## config.mk

```make
export PLATFORM = sky130hd
export DESIGN_NAME = inc_pulse_gen_flat
export DESIGN_NICKNAME = d
export VERILOG_FILES = /design/src/rtl/inc_pulse_pkg.sv /design/src/rtl/inc_pulse_gen_if.sv /design/src/rtl/inc_pulse_chan.sv /design/src/rtl/inc_pulse_gen.sv /design/src/flat_wrapper.sv
export SDC_FILE = /design/constraint.sdc
export NUM_CORES = 1
export LEC_CHECK = 0
export CAP_MARGIN = 15
export CORE_ASPECT_RATIO = 1.75
export CORE_UTILIZATION = 47
export CTS_CLUSTER_DIAMETER = 60
export DETAILED_ROUTE_END_ITERATION = 10
export PLACE_DENSITY = 0.69
export SLEW_MARGIN = 20
export SYNTH_ARGS = -nofsm -noshare
export SYNTH_HDL_FRONTEND = slang
export SYNTH_SLANG_ARGS = --single-unit
export TNS_END_PERCENT = 50
```

## constraint.sdc

```tcl
create_clock -name ck -period 1.5 [get_ports ck]
set_input_delay 0.15 -clock ck [delete_from_list [all_inputs] [get_ports ck]]
set_output_delay 0.15 -clock ck [all_outputs]
set_load 0.02 [all_outputs]
```

## src/rtl/inc_pulse_pkg.sv

```systemverilog
// inc_pulse_gen shared types: debounce state, counter width,
// and the parameter legality check used at elaboration.
package inc_pulse_pkg;

  localparam int CNT_W = 8;

  typedef enum logic [1:0] {
    LOW      = 2'd0,
    RISE_CHK = 2'd1,
    HIGH     = 2'd2,
    FALL_CHK = 2'd3
  } db_state_t;

  function automatic bit params_ok(
    input int db,
    input int ss
  );
    return (db >= 1) && (db <= 255) &&
           (ss >= 2) && (ss <= 3);
  endfunction

endpackage

```

## src/rtl/inc_pulse_gen_if.sv

```systemverilog
// Request/strobe/level bundle between the request source
// and the increment pulse generator.
interface inc_pulse_gen_if;

  logic REQA;
  logic REQB;
  logic INCA;
  logic INCB;
  logic LVLA;
  logic LVLB;

  modport master (
    output REQA, REQB,
    input  INCA, INCB, LVLA, LVLB
  );

  modport slave (
    input  REQA, REQB,
    output INCA, INCB, LVLA, LVLB
  );

endinterface

```

## src/rtl/inc_pulse_chan.sv

```systemverilog
// One request channel: synchroniser, debounce FSM with
// stability counter, and the registered increment strobe.
module inc_pulse_chan
  import inc_pulse_pkg::*;
#(
  parameter int DB_CYCLES   = 4,
  parameter int SYNC_STAGES = 2
) (
  input  logic ck,
  input  logic rst,
  input  logic en,
  input  logic req,
  output logic inc,
  output logic lvl
);

  localparam logic [CNT_W-1:0] DB = CNT_W'(DB_CYCLES);

  logic [SYNC_STAGES-1:0] sync;
  logic                   s;
  db_state_t              state;
  db_state_t              state_nx;
  logic [CNT_W-1:0]       cnt;
  logic [CNT_W-1:0]       cnt_nx;
  logic                   accept;
  logic                   inc_q;

  always_ff @(posedge ck or negedge rst) begin
    if (!rst) begin
      sync <= '0;
    end else begin
      sync <= {sync[SYNC_STAGES-2:0], req};
    end
  end

  assign s = sync[SYNC_STAGES-1];

  // The strobe is rebuilt every edge, so it can
  // never last longer than one cycle.
  always_ff @(posedge ck or negedge rst) begin
    if (!rst) begin
      state <= LOW;
      cnt   <= '0;
      inc_q <= 1'b0;
    end else begin
      state <= state_nx;
      cnt   <= cnt_nx;
      inc_q <= accept & en;
    end
  end

  always_comb begin
    state_nx = state;
    cnt_nx   = cnt;
    accept   = 1'b0;
    unique case (state)
      LOW: begin
        if (s) begin
          state_nx = RISE_CHK;
          cnt_nx   = CNT_W'(1);
        end
      end
      RISE_CHK: begin
        if (!s) begin
          state_nx = LOW;
          cnt_nx   = '0;
        end else if (cnt == DB) begin
          state_nx = HIGH;
          cnt_nx   = '0;
          accept   = 1'b1;
        end else begin
          cnt_nx = cnt + CNT_W'(1);
        end
      end
      HIGH: begin
        if (!s) begin
          state_nx = FALL_CHK;
          cnt_nx   = CNT_W'(1);
        end
      end
      FALL_CHK: begin
        if (s) begin
          state_nx = HIGH;
          cnt_nx   = '0;
        end else if (cnt == DB) begin
          state_nx = LOW;
          cnt_nx   = '0;
        end else begin
          cnt_nx = cnt + CNT_W'(1);
        end
      end
    endcase
  end

  always_comb begin
    inc = inc_q;
    lvl = (state == HIGH) ||
          (state == FALL_CHK);
  end

endmodule

```

## src/rtl/inc_pulse_gen.sv

```systemverilog
// INCA/INCB strobe generator: two independent debounced
// rising-edge channels sharing clock, reset and enable.
module inc_pulse_gen
  import inc_pulse_pkg::*;
#(
  parameter int DB_CYCLES   = 4,
  parameter int SYNC_STAGES = 2
) (
  input logic            ck,
  input logic            rst,
  input logic            en,
  inc_pulse_gen_if.slave bus
);

  if (!params_ok(DB_CYCLES, SYNC_STAGES)) begin : g_bad_param
    $error("inc_pulse_gen: DB_CYCLES/SYNC_STAGES out of range");
  end

  inc_pulse_chan #(
    .DB_CYCLES  (DB_CYCLES),
    .SYNC_STAGES(SYNC_STAGES)
  ) u_chan_a (
    .ck (ck),
    .rst(rst),
    .en (en),
    .req(bus.REQA),
    .inc(bus.INCA),
    .lvl(bus.LVLA)
  );

  inc_pulse_chan #(
    .DB_CYCLES  (DB_CYCLES),
    .SYNC_STAGES(SYNC_STAGES)
  ) u_chan_b (
    .ck (ck),
    .rst(rst),
    .en (en),
    .req(bus.REQB),
    .inc(bus.INCB),
    .lvl(bus.LVLB)
  );

endmodule

```

## src/flat_wrapper.sv

```systemverilog
// flat-port wrapper written by rule: the top's interface ports become plain ports
module inc_pulse_gen_flat import inc_pulse_pkg::*;
#(
  parameter int DB_CYCLES   = 4,
  parameter int SYNC_STAGES = 2
)
  (ck, rst, en, bus_REQA, bus_REQB, bus_INCA, bus_INCB, bus_LVLA, bus_LVLB);
  inc_pulse_gen_if bus_i ();
  input logic ck;
  input logic rst;
  input logic en;
  input wire logic [$bits(bus_i.REQA)-1:0] bus_REQA;
  input wire logic [$bits(bus_i.REQB)-1:0] bus_REQB;
  output wire logic [$bits(bus_i.INCA)-1:0] bus_INCA;
  output wire logic [$bits(bus_i.INCB)-1:0] bus_INCB;
  output wire logic [$bits(bus_i.LVLA)-1:0] bus_LVLA;
  output wire logic [$bits(bus_i.LVLB)-1:0] bus_LVLB;
  assign bus_i.REQA = bus_REQA;
  assign bus_i.REQB = bus_REQB;
  assign bus_INCA = bus_i.INCA;
  assign bus_INCB = bus_i.INCB;
  assign bus_LVLA = bus_i.LVLA;
  assign bus_LVLB = bus_i.LVLB;
  inc_pulse_gen #(.DB_CYCLES(DB_CYCLES), .SYNC_STAGES(SYNC_STAGES)) u_core (.ck(ck), .rst(rst), .en(en), .bus(bus_i));
endmodule
```

# == Word level (Yosys, flattened, before mapping) ==
# Index checks and enable logic that the tools add are counted.
# totals
register_bits,26
input_bits,5
output_inout_bits,4
wordCells,68
# op_classes
add_sub_neg,2
n_eq_ne,16
muxes,32
n_bitwise,2
n_reduce_logical,8
# op_table
cell,count
$mux W8,10
$pmux W8 S4,2
$mux W2,12
$add A8 B1 Y8 const B,2
$eq A8 B3 Y1 const B,2
$pmux W2 S4,2
$ne A3 B3 Y1 const B,4
$eq A2 B2 Y1 const B,4
$ne A2 B2 Y1 const B,4
$reduce_and A4 Y1,2
$mux W1,6
$eq A2 B1 Y1 const B,2
$logic_not A2 Y1,2
$reduce_and A2 Y1,2
$and A1 B1 Y1,2
$logic_or A1 B1 Y1,2

# == Logic depth before layout (Yosys ltp) ==
# Gate-level depths: netlist of run 1.
# logic_depth
ltp_word,5
depth_mapped,7
mapped_depth_nobuf,6

# == Modules after synthesis ==
# A second synthesis of run 1 with hierarchy kept.
# unflattened
cells_unflattened,122
area_unflattened_um2,1333.8
# modules_own_cells
mod,n_inst,cells_per_inst,area_each_um2,seq_area_each_um2
inc_pulse_chan,2,61,666.9,325.3

# == Least setup slack after synthesis of run 1 ==
# No wires, ideal clock.
# synth_path
path_kind,flip-flop to flip-flop
from,register u_core.u_chan_a.cnt[0]
to,register with a tool-made name
t_arrival_ps,1473
t_required_ps,1372
slack_ps,-100
stages_incl_launch_ff,7
path_buffers,0
period_less_slack_ps,1600
path_cell_list,dfrtp_1 -> inv_1 -> ha_1 -> and4bb_1 -> a211oi_4 -> nor2_2 -> mux2_1
# synth_lines
element,line,rtl
"start, declared",inc_pulse_chan.sv:23,logic [CNT_W-1:0] cnt;
"start signal, assigned",inc_pulse_chan.sv:47,cnt <= cnt_nx;

==> flow_summary_export.csv, run 1 <==
group,metric,value,unit
layout,antennaDiodeCount,0,
power_and_ir_drop,finalPower,2.982,mW
power_and_ir_drop,intPower,1.917,mW
layout,most-common-layout-cells,"dfrtp_1, buf_4, nand2_1",
placement,gp_congestion,0.7268,
yosys,ys_async_sr_fraction,1.000,
layout,syn_to_final_growth,33.04,%
route,detail-route-antenna-nets,0,
floorplan,die_area,0.002919,mm²
yosys,synth_nets,129,
floorplan,fp-row-count,24,
setup_path,reg2reg_depth,6,
yosys,syn_avg_cell_area,10.57,µm²
clock_network,cts_num_sinks,26,
yosys,syn_inst,120,
setup_path,cp_max_fo,2,
setup_path,cp-start-kind,"flop",
timing,fin_worst_skew,6.647,ps
power_and_ir_drop,p_sw_frac,0.3571,
route,wirelength,2805,µm
setup_path,r2r_slack,-120,ps
floorplan,ios,9,
power_and_ir_drop,power_frac_comb,0.497,
route,drc_errors,0,
run_status,status,"finished with violations",
timing,maxSlewHeadroom,0.7596,
yosys,synth.cell_area,0.001269,mm²
timing,rsz0062_at_grt,"true",
floorplan,die_w,41.28,µm
timing,finalCritPeriodShare,1.078,
grt,antenna_found_initial,0,
power_and_ir_drop,ir_drop,1.312,mV
yosys,yosys.area.top_type_share,0.5128,
grt,grt_pass1_vias,1037,
route,vias,1014,
clock_network,clk_latency,270,ps
grt,grt_pass1_wl,4071,µm
timing,fin_crit,1617,ps
timing,fmax,618.6,MHz
yosys,synth_area_leader_cell,"dfrtp_1",
yosys,synthFlopType,"dfrtp_1",
power_and_ir_drop,p_leak,0.7580,nW
timing,holdWs,235.9,ps
yosys,synth_edf_count,0,
layout,post-route-cell-area,0.001688,mm²
flow_run,drv_cap,0,
route,drtPass1Iterations,4,
clock_network,cts.htree.levels,1,
timing,setup_ws,-116.5,ps
grt,grt_overflow,0,
power_and_ir_drop,powerDensity,1767,mW/mm²
timing,finalSetupViolCount,16,
route,vias_per_cell,5.633,
setup_path,critPathCaptureType,"flop",
setup_path,crit_type,"flop to flop",
route,drt_iter0_markers,17,
clock_network,tritoncts,"yes",
yosys,ys_seq_area_frac,0.5128,
clock_network,cts_buffers,3,
setup_path,path_cells,"inv_2 > ha_4 > and4bb_2 > a211oi_4 > nor2_2 > mux2_4",
clock_network,cts_root_buf,"clkbuf_8",
setup_path,cp.arrival,1780,ps
power_and_ir_drop,power_switching,1.065,mW
floorplan,die_h,70.73,µm
setup_path,cp_slowest_cell,"dfrtp_1",
layout,nNetsFinal,164,
grt,grt_start_max_net_pins,27,
grt,grtUsageTotal,0.1969,
floorplan,core,0.002522,mm²
timing,hold_viol_final,0,
floorplan,start_util,0.5030,
clock_network,path_clk_slew,90,ps
power_and_ir_drop,clkPwrFrac,0.191,
yosys,synth_seq_cells,26,
placement,place_area,0.001498,mm²
timing,slew_violations,0,
route,wl_per_cell,15.58,µm
layout,drive_gt1_frac,0.2987,
clock_network,clock_path_buffers,2,
placement,io_buffers,8,
yosys,synth_area_leaders,"dfrtp_1, a31oi_1, nand2_1, ha_1, xnor2_1",
placement,dpl.hpwl,1949,µm
yosys,synthDistinctLibCells,30,
layout,final_common_cell,"dfrtp_1",
power_and_ir_drop,seqPwrFrac,0.311,
clock_network,cts_hold_buf,0,
run_status,violations,"setup timing",
timing,max_slew.worst_pin.slew,358.1,ps
setup_path,cp.required,1660,ps
setup_path,max_stage_delay,390,ps
setup_path,worstReg2RegStart,"u_core.u_chan_a.cnt[0]$_DFFE_PN0P_",
yosys,synth_warnings,0,
worst_hold_path,worstHoldPathType,"input pin to async pin",
-- state kept, by name, summed over array words and instances (netlist names), named ones only --
| register | count |
|---|---|
| u_core.u_chan_a.cnt | 8 |
| u_core.u_chan_a.inc | 1 |
| u_core.u_chan_a.state | 1 |
| u_core.u_chan_a.sync | 2 |
| u_core.u_chan_b.cnt | 8 |
| u_core.u_chan_b.inc | 1 |
| u_core.u_chan_b.state | 1 |
| u_core.u_chan_b.sync | 2 |
-- logic make-up after synthesis --
kind of cell | Yosys count | share of synthesized area
buffers and inverters | 11 | 0.04438
AOI/OAI and AO/OA | 27 | 0.1479
muxes | 3 | 0.02564
and+or+nand+nor | 44 | 0.1953
DFF | 26 | 0.5128
adders and majority gates | 4 | 0.03945
xor gates and xnor gates | 5 | 0.03452
-- power groups by stage --
stage	Sequential, mW	Combinational (mW)	Clock, mW
after floorplan	0.942	0.745	0
after global placement	0.925	1.16	0
after detailed placement	0.934	1.20	0
after CTS	0.923	1.23	0.582
after global routing	0.942	1.60	0.601
final	0.929	1.48	0.570
-- synth_stat cells (2+ instances only) --
master,count
inv_1,7
a22oi_1,2
a21oi_1,6
nand2_1,17
and4_1,2
buf_6,2
a22o_1,3
xnor2_1,5
dfrtp_1,26
and3_1,4
nor4_1,2
nor2_1,2
clkbuf_1,2
and2_1,2
ha_1,4
o21ai_0,2
a31oi_1,11
mux2_1,2
nand3_1,5
nand2b_1,4
-- critical path: cells and delay by family, from the launching register on --
| family | cells | cell delay (ps) |
|---|---|---|
| compound gates | 1 | 250 |
| fa+ha+maj | 1 | 150 |
| flops | 1 | 390 |
| simple gates | 2 | 330 |
| mux | 1 | 300 |
| buf+inv | 1 | 80 |
-- routing by layer --
metal  part of all wire  vias up  global-route usage
met5                  0        -                   0
met4             0.0075        0             0.09677
met3             0.0089        2             0.02194
met2               0.59        6              0.3628
met1               0.39      512              0.1902
li1                   -      494                   -
-- timing repair --
action	CTS	global route
cloned	0	1
buffers inserted	1	6
gates resized for setup	3	13
endpoints found under the setup margin	13	19
pin swaps	1	6
-- per-stage QoR --
stage	std cells	utilization	setup WS [ps]	setup TNS, ps
floorplan	120	-	-75.89	-167.6
global placement	168	0.5938	4.702	0
detailed placement	168	0.5938	-93.45	-452.6
CTS	173	0.6260	-70.75	-450.6
global route	180	0.6691	-190.7	-2389
finish	180	0.6691	-116.5	-1165
-- how the worst max path moves through the flow --
stage / from / endpoint / slack (ps) / cells past startpoint
2_1_floorplan: u_core.u_chan_a.cnt[0]$_DFFE_PN0P_ / flop / -80 / 6
3_3_place_gp: u_core.u_chan_a.cnt[0]$_DFFE_PN0P_ / u_core.u_chan_a.cnt[5]$_DFFE_PN0P_ / 5 / 7
3_5_place_dp: u_core.u_chan_a.cnt[0]$_DFFE_PN0P_ / u_core.u_chan_a.cnt[7]$_DFFE_PN0P_ / -90 / 7
4_1_cts: u_core.u_chan_a.cnt[0]$_DFFE_PN0P_ / flop / -70 / 6
5_1_grt: u_core.u_chan_a.cnt[0]$_DFFE_PN0P_ / u_core.u_chan_a.cnt[5]$_DFFE_PN0P_ / -190 / 7
6_report: u_core.u_chan_a.cnt[0]$_DFFE_PN0P_ / flop / -120 / 6
-- area by class of cell --
class	count	area [µm²]
clock buffer	3	41.29
tap	26	32.53
inverter	7	26.28
fill	199	834.6
timing repair buffer	34	281.5
clock inverter	1	30.03
multi-input combinational	83	625.6
sequential	26	650.6
No activity file was read; power rests on OpenSTA's default activity.
==> inputs of run 2 (changes only) <==
--- a/config.mk
+++ b/config.mk
@@ -15,4 +15,4 @@
 export SYNTH_ARGS = -nofsm -noshare
 export SYNTH_HDL_FRONTEND = slang
 export SYNTH_SLANG_ARGS = --single-unit
-export TNS_END_PERCENT = 50
+export TNS_END_PERCENT = 10
==> run 2 against run 1 <==
Compared with the run above:
- the flow still finishes with violations (setup timing)
- first-iteration DRC count grew 18%
- global-route usage rose by 2.0 points
- hold slack better by 6.4 ps
- sequential share of layout area decreased by 1.1 points
- flip-flop and latch count did not move
- critical path depth is 2 higher
- register-to-register slack worse by 110 ps
- non-clock buffer count rose by 1
- total power is 5.0% higher
- sequential power is essentially flat
- design area grew 3.0%
==> flow_summary_export.csv, run 2 (synthesis results as in run 1) <==
group,metric,value,unit
floorplan,ios,9,
layout,fill_cells,203,
timing,hold_viol_final,0,
route,wl_per_cell,16.64,µm
layout,top_regs,"u_core.u_chan_a.cnt (8), u_core.u_chan_b.cnt (8)",
floorplan,core,0.002522,mm²
timing,tns,-1652,ps
clock_network,cts_hold_buf,0,
power_and_ir_drop,finalPower,3.130,mW
floorplan,start_util,0.5030,
power_and_ir_drop,powerDensity,1800,mW/mm²
setup_path,crit_path_frequent_cell,"buf_6",
timing,finalCritPeriodShare,1.150,
timing,fin_crit,1725,ps
clock_network,tritoncts,"yes",
floorplan,die_h,70.73,µm
route,drt_iter0_markers,20,
clock_network,cts.htree.levels,1,
clock_network,clk_latency,270,ps
route,drtPass1Iterations,3,
timing,finalSetupViolCount,11,
clock_network,cts_buffers,3,
timing,rsz0062_at_grt,"true",
setup_path,cp.arrival,1920,ps
clock_network,clock_path_buffers,2,
worst_hold_path,worstHoldPathType,"input pin to async pin",
layout,syn_to_final_growth,37.08,%
placement,placedCellCount,170,
setup_path,max_stage_delay,380,ps
run_status,status,"finished with violations",
timing,fin_worst_skew,4.400,ps
layout,antennaDiodeCount,0,
route,drc_errors,0,
clock_network,path_clk_slew,90,ps
layout,multi_input_area,658.1,µm²
layout,most-common-layout-cells,"dfrtp_1, buf_4, nand2_1",
power_and_ir_drop,ir_drop,1.279,mV
floorplan,die_w,41.28,µm
timing,fmax,579.6,MHz
floorplan,die_area,0.002919,mm²
power_and_ir_drop,p_leak,0.7730,nW
grt,grt_pass1_vias,999,
floorplan,fp-row-count,24,
setup_path,cp_max_fo,6,
grt,grt_pass1_wl,4360,µm
grt,grt_start_max_net_pins,27,
layout,final_cells,181,
grt,grtUsageTotal,0.2164,
layout,drive_gt1_frac,0.3548,
grt,grt_overflow,0,
placement,gp_congestion,0.6850,
route,detail-route-antenna-nets,0,
clock_network,cts_num_sinks,26,
setup_path,path_cells,"inv_2 > ha_4 > and4bb_2 > a211oi_4 > buf_6 > buf_6 > nand2_2 > a22oi_1",
layout,post-route-cell-area,0.001739,mm²
flow_run,drv_cap,0,
timing,maxSlewHeadroom,0.7680,
grt,antenna_found_initial,0,
run_status,violations,"setup timing",
layout,nNetsFinal,165,
placement,io_buffers,8,
setup_path,cp.required,1690,ps
timing,setup_ws,-225.3,ps
setup_path,critPathCaptureType,"flop",
setup_path,cp_slowest_cell,"dfrtp_1",
placement,place_area,0.001501,mm²
route,vias_per_cell,5.558,
layout,regArea,650.6,µm²
route,vias,1006,
timing,max_slew.worst_pin.slew,345.5,ps
layout,final_common_cell,"dfrtp_1",
clock_network,cts_root_buf,"clkbuf_8",
setup_path,crit_type,"flop to flop",
timing,slew_violations,0,
route,wirelength,3011,µm
placement,dpl.hpwl,1980,µm
setup_path,cp-start-kind,"flop",
[run 2: cell types whose count changed in the layout (fill, tap and decap cells not counted), moves of 2 or more]
cell	previous run	this run
a31oi_2	0	2
buf_4	24	22
buf_6	2	5
nand2_2	0	2
nand2_1	17	15
a31oi_1	11	8
[run 2: worst paths after layout]
check / cells past startpoint / to / slack, ps / start
min reg2reg: 0 / u_core.u_chan_a.sync[1]$_DFF_PN0_ / 360 / u_core.u_chan_a.sync[0]$_DFF_PN0_
max reg2reg: 8 / u_core.u_chan_a.cnt[0]$_DFFE_PN0P_ / -230 / u_core.u_chan_a.cnt[0]$_DFFE_PN0P_
max in group asynchronous: 2 / u_core.u_chan_a.cnt[7]$_DFFE_PN0P_ / 1000 / rst
max: 8 / u_core.u_chan_a.cnt[0]$_DFFE_PN0P_ / -230 / u_core.u_chan_a.cnt[0]$_DFFE_PN0P_
min in group ck: 1 / u_core.u_chan_a.sync[0]$_DFF_PN0_ / 320 / bus_REQA
min: 2 / u_core.u_chan_b.state[0]$_DFFE_PN0P_ / 240 / rst
[run 2: power breakdown]
group / leakage, nW / total [mW] / switching, mW / internal, mW
combinational: 0.399 / 1.62 / 0.824 / 0.799
clock: 0.0357 / 0.579 / 0.222 / 0.357
sequential: 0.338 / 0.928 / 0.0964 / 0.832
[run 2: stage by stage]
stage,hold WS [ps],worst slack (ps),utilization
global route,291.2,-276.2,0.6895
finish,242.3,-225.3,0.6895
CTS,249.7,-129.9,0.6364
floorplan,-145.6,-100.4,-
global placement,333.4,-60.48,0.5952
detailed placement,340.3,-130.9,0.5952
[run 2: final cells by class]
class,count,area share
multi-input cells,83,0.3784
clock buffers,3,0.02374
clock inverters,1,0.01727
repair buffers,35,0.1727
flip-flops and latches,26,0.3741
inverters,7,0.01511
well taps,26,0.01871
[run 2: worst max-delay path: cells and delay by family (launching register included)]
family,cells,cell delay [ps]
and+or+nand+nor,2,280
buffers and inverters,3,350
AOI/OAI and AO/OA,2,470
DFF,1,380
adders and majority gates,1,150
[run 2: timing repair]
item	CTS	global route
setup buffers	1	5
endpoints found under the setup margin	19	20
resized for setup	7	24
pin swaps	2	12
cloned	0	1
[run 2: layer usage]
| metal | vias to the layer above | global-route usage | part of all wire |
|---|---|---|---|
| met4 | 0 | 0.06452 | 0.019 |
| met2 | 5 | 0.3958 | 0.57 |
| met5 | - | 0 | 0 |
| met3 | 4 | 0.01881 | 0.0080 |
| li1 | 491 | - | - |
| met1 | 506 | 0.2410 | 0.40 |
==> inputs of run 3 (changes only) <==
--- a/config.mk
+++ b/config.mk
@@ -11,6 +11,7 @@
 export CTS_CLUSTER_DIAMETER = 60
 export DETAILED_ROUTE_END_ITERATION = 10
 export PLACE_DENSITY = 0.69
+export REMOVE_ABC_BUFFERS = 1
 export SLEW_MARGIN = 20
 export SYNTH_ARGS = -nofsm -noshare
 export SYNTH_HDL_FRONTEND = slang
==> run 3 against run 2 <==
Compared with the run above:
- utilization is 4.6 points lower
- critical path type unchanged
- the run still ends with setup timing left
- largest cell class is now registers
- via count shrank 1.8%
- critical path depth down 1
- die area is the same
==> flow_summary_export.csv, run 3 (synthesis results as in run 1) <==
group,metric,value,unit
setup_path,rr_endpoint,"u_core.u_chan_a.cnt[4]$_DFFE_PN0P_",
grt,met1_usage,0.2096,
clock_network,cts_buffers,3,
layout,final_common_cell,"dfrtp_1",
layout,most-common-layout-cells,"dfrtp_1, buf_4, nand2_1",
timing,holdWs,248.8,ps
setup_path,cp_max_fo,6,
layout,fill_cells,214,
grt,grt_start_max_net_pins,27,
clock_network,cts.htree.levels,1,
layout,antennaDiodeCount,0,
floorplan,start_util,0.5030,
floorplan,die_area,0.002919,mm²
route,vias,988,
setup_path,cp_slowest_cell,"dfrtp_1",
grt,grtUsageTotal,0.1923,
timing,fmax,626.3,MHz
floorplan,die_h,70.73,µm
clock_network,cts_root_buf,"clkbuf_8",
power_and_ir_drop,p_leak,0.7393,nW
timing,maxSlewHeadroom,0.7026,
timing,tns,-518.8,ps
clock_network,cts_hold_buf,0,
grt,met3_usage,0.01881,
placement,dpl.hpwl,1819,µm
grt,top_usage_layer,"met2",
grt,grt_pass1_vias,958,
setup_path,path_cells,"inv_1 > ha_2 > and4bb_1 > a211oi_4 > buf_2 > nand2b_1 > a31oi_1",
clock_network,clock_path_buffers,2,
clock_network,clk_latency,260,ps
setup_path,reg2reg_depth,7,
placement,gp_congestion,0.7077,
setup_path,worstReg2RegStart,"u_core.u_chan_a.cnt[0]$_DFFE_PN0P_",
power_and_ir_drop,ir_drop,1.354,mV
clock_network,cts_num_sinks,26,
worst_hold_path,worstHoldPathType,"input pin to async pin",
power_and_ir_drop,powerDensity,1659,mW/mm²
route,vias_per_cell,5.582,
timing,setup_ws,-96.80,ps
timing,slew_violations,0,
route,detail-route-antenna-nets,0,
timing,hold_viol_final,0,
layout,drive_gt1_frac,0.2649,
layout,top_regs,"u_core.u_chan_a.cnt (8), u_core.u_chan_b.cnt (8)",
layout,post-route-cell-area,0.001624,mm²
placement,io_buffers,8,
placement,place_ws,-90.64,ps
placement,placedCellCount,171,
grt,grt_pass1_wl,3905,µm
floorplan,ios,9,
timing,finalSetupViolCount,10,
route,drc_errors,0,
setup_path,crit_type,"flop to flop",
floorplan,core,0.002522,mm²
floorplan,fp-row-count,24,
setup_path,cp.required,1680,ps
route,drtPass1Iterations,4,
timing,max_slew.worst_pin.slew,445.2,ps
power_and_ir_drop,finalPower,2.694,mW
grt,antenna_found_initial,0,
setup_path,cp.arrival,1780,ps
floorplan,die_w,41.28,µm
setup_path,critPathCaptureType,"flop",
grt,grt_overflow,0,
timing,fin_worst_skew,3.910,ps
clock_network,path_clk_slew,80,ps
flow_run,drv_cap,0,
run_status,status,"finished with violations",
grt,grt.met2_usage,0.3455,
setup_path,r2r_slack,-100,ps
layout,postLayoutCoreUtil,0.6438,
route,wl_per_cell,14.24,µm
placement,place_area,0.001509,mm²
route,drt_iter0_markers,22,
layout,syn_to_final_growth,28.01,%
setup_path,max_stage_delay,350,ps
layout,nNetsFinal,161,
clock_network,tritoncts,"yes",
setup_path,cp-start-kind,"flop",
timing,finalCritPeriodShare,1.065,
run_status,violations,"setup timing",
layout,final_cells,177,
timing,rsz0062_at_grt,"true",
route,wirelength,2520,µm
timing,fin_crit,1597,ps
## run 3: metal layers
metal  wire [µm]  vias to the layer above
met5           0                        -
met4          29                        0
met3          42                        2
met2        1454                       10
met1         993                      488
li1            -                      488
## run 3: repair_timing
| action | in CTS | in global routing |
|---|---|---|
| pin swaps | 3 | 1 |
| gates resized for setup | 6 | 7 |
| setup buffers | 0 | 1 |
| setup endpoints to repair | 15 | 19 |
| gates cloned | 0 | 1 |
## run 3: cell type report
type	instances	area [µm²]	share of cell area
Clock buffer	4	55.05	0.03390
Multi-Input combinational cell	83	603.1	0.3713
Sequential cell	26	650.6	0.4006
Tap cell	26	32.53	0.02003
Timing Repair Buffer	31	256.5	0.1579
Inverter	7	26.28	0.01618
## run 3: worst max-delay path by stage
stage,from,end,slack [ps],cells after the start
after floorplan,u_core.u_chan_b.cnt[0]$_DFFE_PN0P_,flop,-300,6
after detailed placement,u_core.u_chan_a.cnt[0]$_DFFE_PN0P_,u_core.u_chan_a.cnt[0]$_DFFE_PN0P_,-90,7
final,u_core.u_chan_a.cnt[0]$_DFFE_PN0P_,u_core.u_chan_a.cnt[4]$_DFFE_PN0P_,-100,7
after global routing,u_core.u_chan_a.cnt[0]$_DFFE_PN0P_,u_core.u_chan_a.cnt[7]$_DFFE_PN0P_,-220,7
after CTS,u_core.u_chan_a.cnt[0]$_DFFE_PN0P_,u_core.u_chan_a.cnt[4]$_DFFE_PN0P_,-50,7
after global placement,u_core.u_chan_a.cnt[0]$_DFFE_PN0P_,u_core.u_chan_a.cnt[5]$_DFFE_PN0P_,-70,7
## run 3: critical path, delay by kind of cell (launching register included)
kind / cells / cell delay, ps
flip-flops: 1 / 350
AND/OR/NAND/NOR: 2 / 290
adder cells (fa/ha/maj): 1 / 170
AO/OA/AOI/OAI: 2 / 420
buffers and inverters: 2 / 290
## run 3: where the power goes
part	internal [mW]	switching, mW	leakage (nW)	total, mW
clock	0.234	0.202	0.0288	0.436
sequential	0.832	0.0892	0.338	0.921
combinational	0.649	0.688	0.373	1.34
total	1.71	0.979	0.739	2.69
==> variant, RTL diff (flow settings as in run 3) <==
Encoding of `db_state_t`: now Gray code (2 bits for 4 states).
--- a/src/rtl/inc_pulse_pkg.sv
+++ b/src/rtl/inc_pulse_pkg.sv
@@ -5,10 +5,10 @@
   localparam int CNT_W = 8;
 
   typedef enum logic [1:0] {
-    LOW      = 2'd0,
-    RISE_CHK = 2'd1,
-    HIGH     = 2'd2,
-    FALL_CHK = 2'd3
+    LOW      = 2'b00,
+    RISE_CHK = 2'b01,
+    HIGH     = 2'b11,
+    FALL_CHK = 2'b10
   } db_state_t;
 
   function automatic bit params_ok(
Check against the original RTL: no difference found for any inputs over 10 cycles, from zero or initial values and one cycle with rst low; not proved beyond that.
==> variant against run 3 <==
- area after synthesis is 20% higher
- highest routed layer unchanged
- clock skew up 0.0011 ns
- global-route usage rose by 5.0 points
- setup slack got worse by 0.049 ns
- sequential share of layout area is 10 points lower
- power is 42% higher
- sequential cell count stayed put
- final area is 35% higher
- routed wire length up 53%
- die area up 19%
- core utilization is 6.3 points higher
- the flow still finishes with violations (negative setup slack)
==> variant: results (changes against run 3) <==
| Metric | Value |
|---|---|
| Average footprint of a synthesized cell | 9.84 um2 (-6.9%) |
| Via density | 5.42 (-3.0%) |
| Ranking of synthesized cells by area | dfrtp_1 (43%), ha_1 (9.8%), nand2_1 (4.2%) |
| Yosys top cell area share | 42.7% (-8.6 points) |
| LEAKAGE | 1.02 nW (+38%) |
| Register-to-Register Path Depth | 6 (-1) |
| Cell class contributing the biggest share of worst-path delay | simple AND/OR/NAND/NOR gates |
| Clock-pin slew on the worst setup and hold paths | 0.10 ns (+0.02 ns) |
| Final Wtd Congestion | 0.898 (+27%) |
| Routed via count | 1381 (+40%) |
| Worst-case setup slack after placement | -0.207 ns (-0.116 ns) |
| Wire length of the first global-routing pass | 6.26 mm (+60%) |
| Final setup violation count | 19 (+9) |
| Status | complete, but fails checks |
| Combined global-route utilization of all metal layers | 24.3% (+5.0 points) |
| Post-synthesis cell type count | 38 (+27%) |
| Fraction of final layout cells with drive strength greater than 1 | 46.2% (+20 points) |
| WL per Instance | 15.1 um (+6.3%) |
| Most frequent cells after synthesis | dfrtp_1 (26), nand2_1 (17), ha_1 (12) |
| Max VDD drop | 1.45 mV (+6.9%) |
| Final Worst Setup Slack | -0.146 ns (-0.0492 ns) |
| Number of fillers in the final layout | 230 (+7.5%) |
| DRT iter0 DRCs | 30 (+36%) |
| Largest clock skew in the final design | 0.00496 ns (+0.00105 ns) |
| Number of cells after detailed placement | 245 (+43%) |
| Ant. Diodes | 0 (unchanged) |
| Data arrival time of the critical path | 1.83 ns (+0.05 ns) |
| Violations in the final reports | negative setup slack |
| Top fanout value on the critical path | 4 (-2) |
| Biggest cell delay along the critical path | 0.44 ns (+0.09 ns) |
| CP max-delay cell | or4_4 |
| Post-DP HPWL | 2.73 mm (+50%) |
-- variant: metrics by stage --
| step | instance area, um2 | hold slack (ns) | setup TNS, ns |
|---|---|---|---|
| finish | 2200 | 0.243 | -1.87 |
| global route | 2200 | 0.261 | -3.41 |
| CTS | 2120 | 0.252 | -1.69 |
| detailed placement | 1950 | 0.349 | -2.54 |
| global placement | 1950 | 0.336 | -1.34 |
| floorplan | 1510 | -0.146 | -0.870 |
-- variant: timing repair --
action | in CTS | in global routing
pin swaps | 8 | 2
gates resized for setup | 42 | 13
endpoints found under the setup margin | 21 | 21
cloned | 0 | 0
setup buffers | 3 | 3
-- variant: where the power goes --
part	total [mW]	switching (mW)	internal, mW
logic	2.32	1.10	1.22
registers	0.923	0.103	0.821
clock network	0.591	0.234	0.357
total	3.84	1.43	2.40
-- variant: final cells by class --
cell class	count	area share (%)
Sequential cell	26	29.6
Tap cell	43	2.45
Inverter	11	1.88
Timing Repair Buffer	55	19.4
Clock buffer	3	1.88
Multi-Input combinational cell	116	43.4
Clock inverter	1	1.37
-- variant: path summary, 6_finish.rpt --
| check | from | endpoint | slack, ns |
|---|---|---|---|
| min in group ck | bus_REQA | u_core.u_chan_a.sync[0] | 0.31 |
| max in group asynchronous | rst | u_core.u_chan_a.cnt[3] | 1.01 |
| worst min register to register | u_core.u_chan_a.sync[0] | u_core.u_chan_a.sync[1] | 0.36 |
| worst min-delay path | rst | u_core.u_chan_a.cnt[2] | 0.24 |
| worst max register to register | u_core.u_chan_b.cnt[0] | u_core.u_chan_b.state[1] | -0.15 |
| worst max-delay path | u_core.u_chan_b.cnt[0] | u_core.u_chan_b.state[1] | -0.15 |
-- variant: worst reg2reg max path, cell delays in order (launching register included) --
cell	delay [ns]
dfrtp_1	0.40
inv_2	0.07
ha_1	0.15
nor4b_4	0.24
a21oi_2	0.14
or4_4	0.44
o211ai_1	0.12
-- variant: cell families (layout without fill, tap and decap cells) --
family	after synthesis	in the layout	synth area share [%]
adder cells (fa/ha/maj)	12	12	9.84
XOR/XNOR	2	2	1.15
buffers and inverters	13	70	3.77
flip-flops	26	26	42.7
AND/OR/NAND/NOR	57	57	20.3
multiplexers	10	10	7.22
AO/OA/AOI/OAI	35	35	15.1
-- variant: layer usage --
layer	routed length [um]	share of wire (%)	global-route usage (%)	vias to the layer above
met4	143	3.7	13.3	0
met3	77	2.0	2.56	12
met5	0	0	0	-
met1	1420	37	25.2	672
met2	2220	57	44.1	32
li1	-	-	-	665
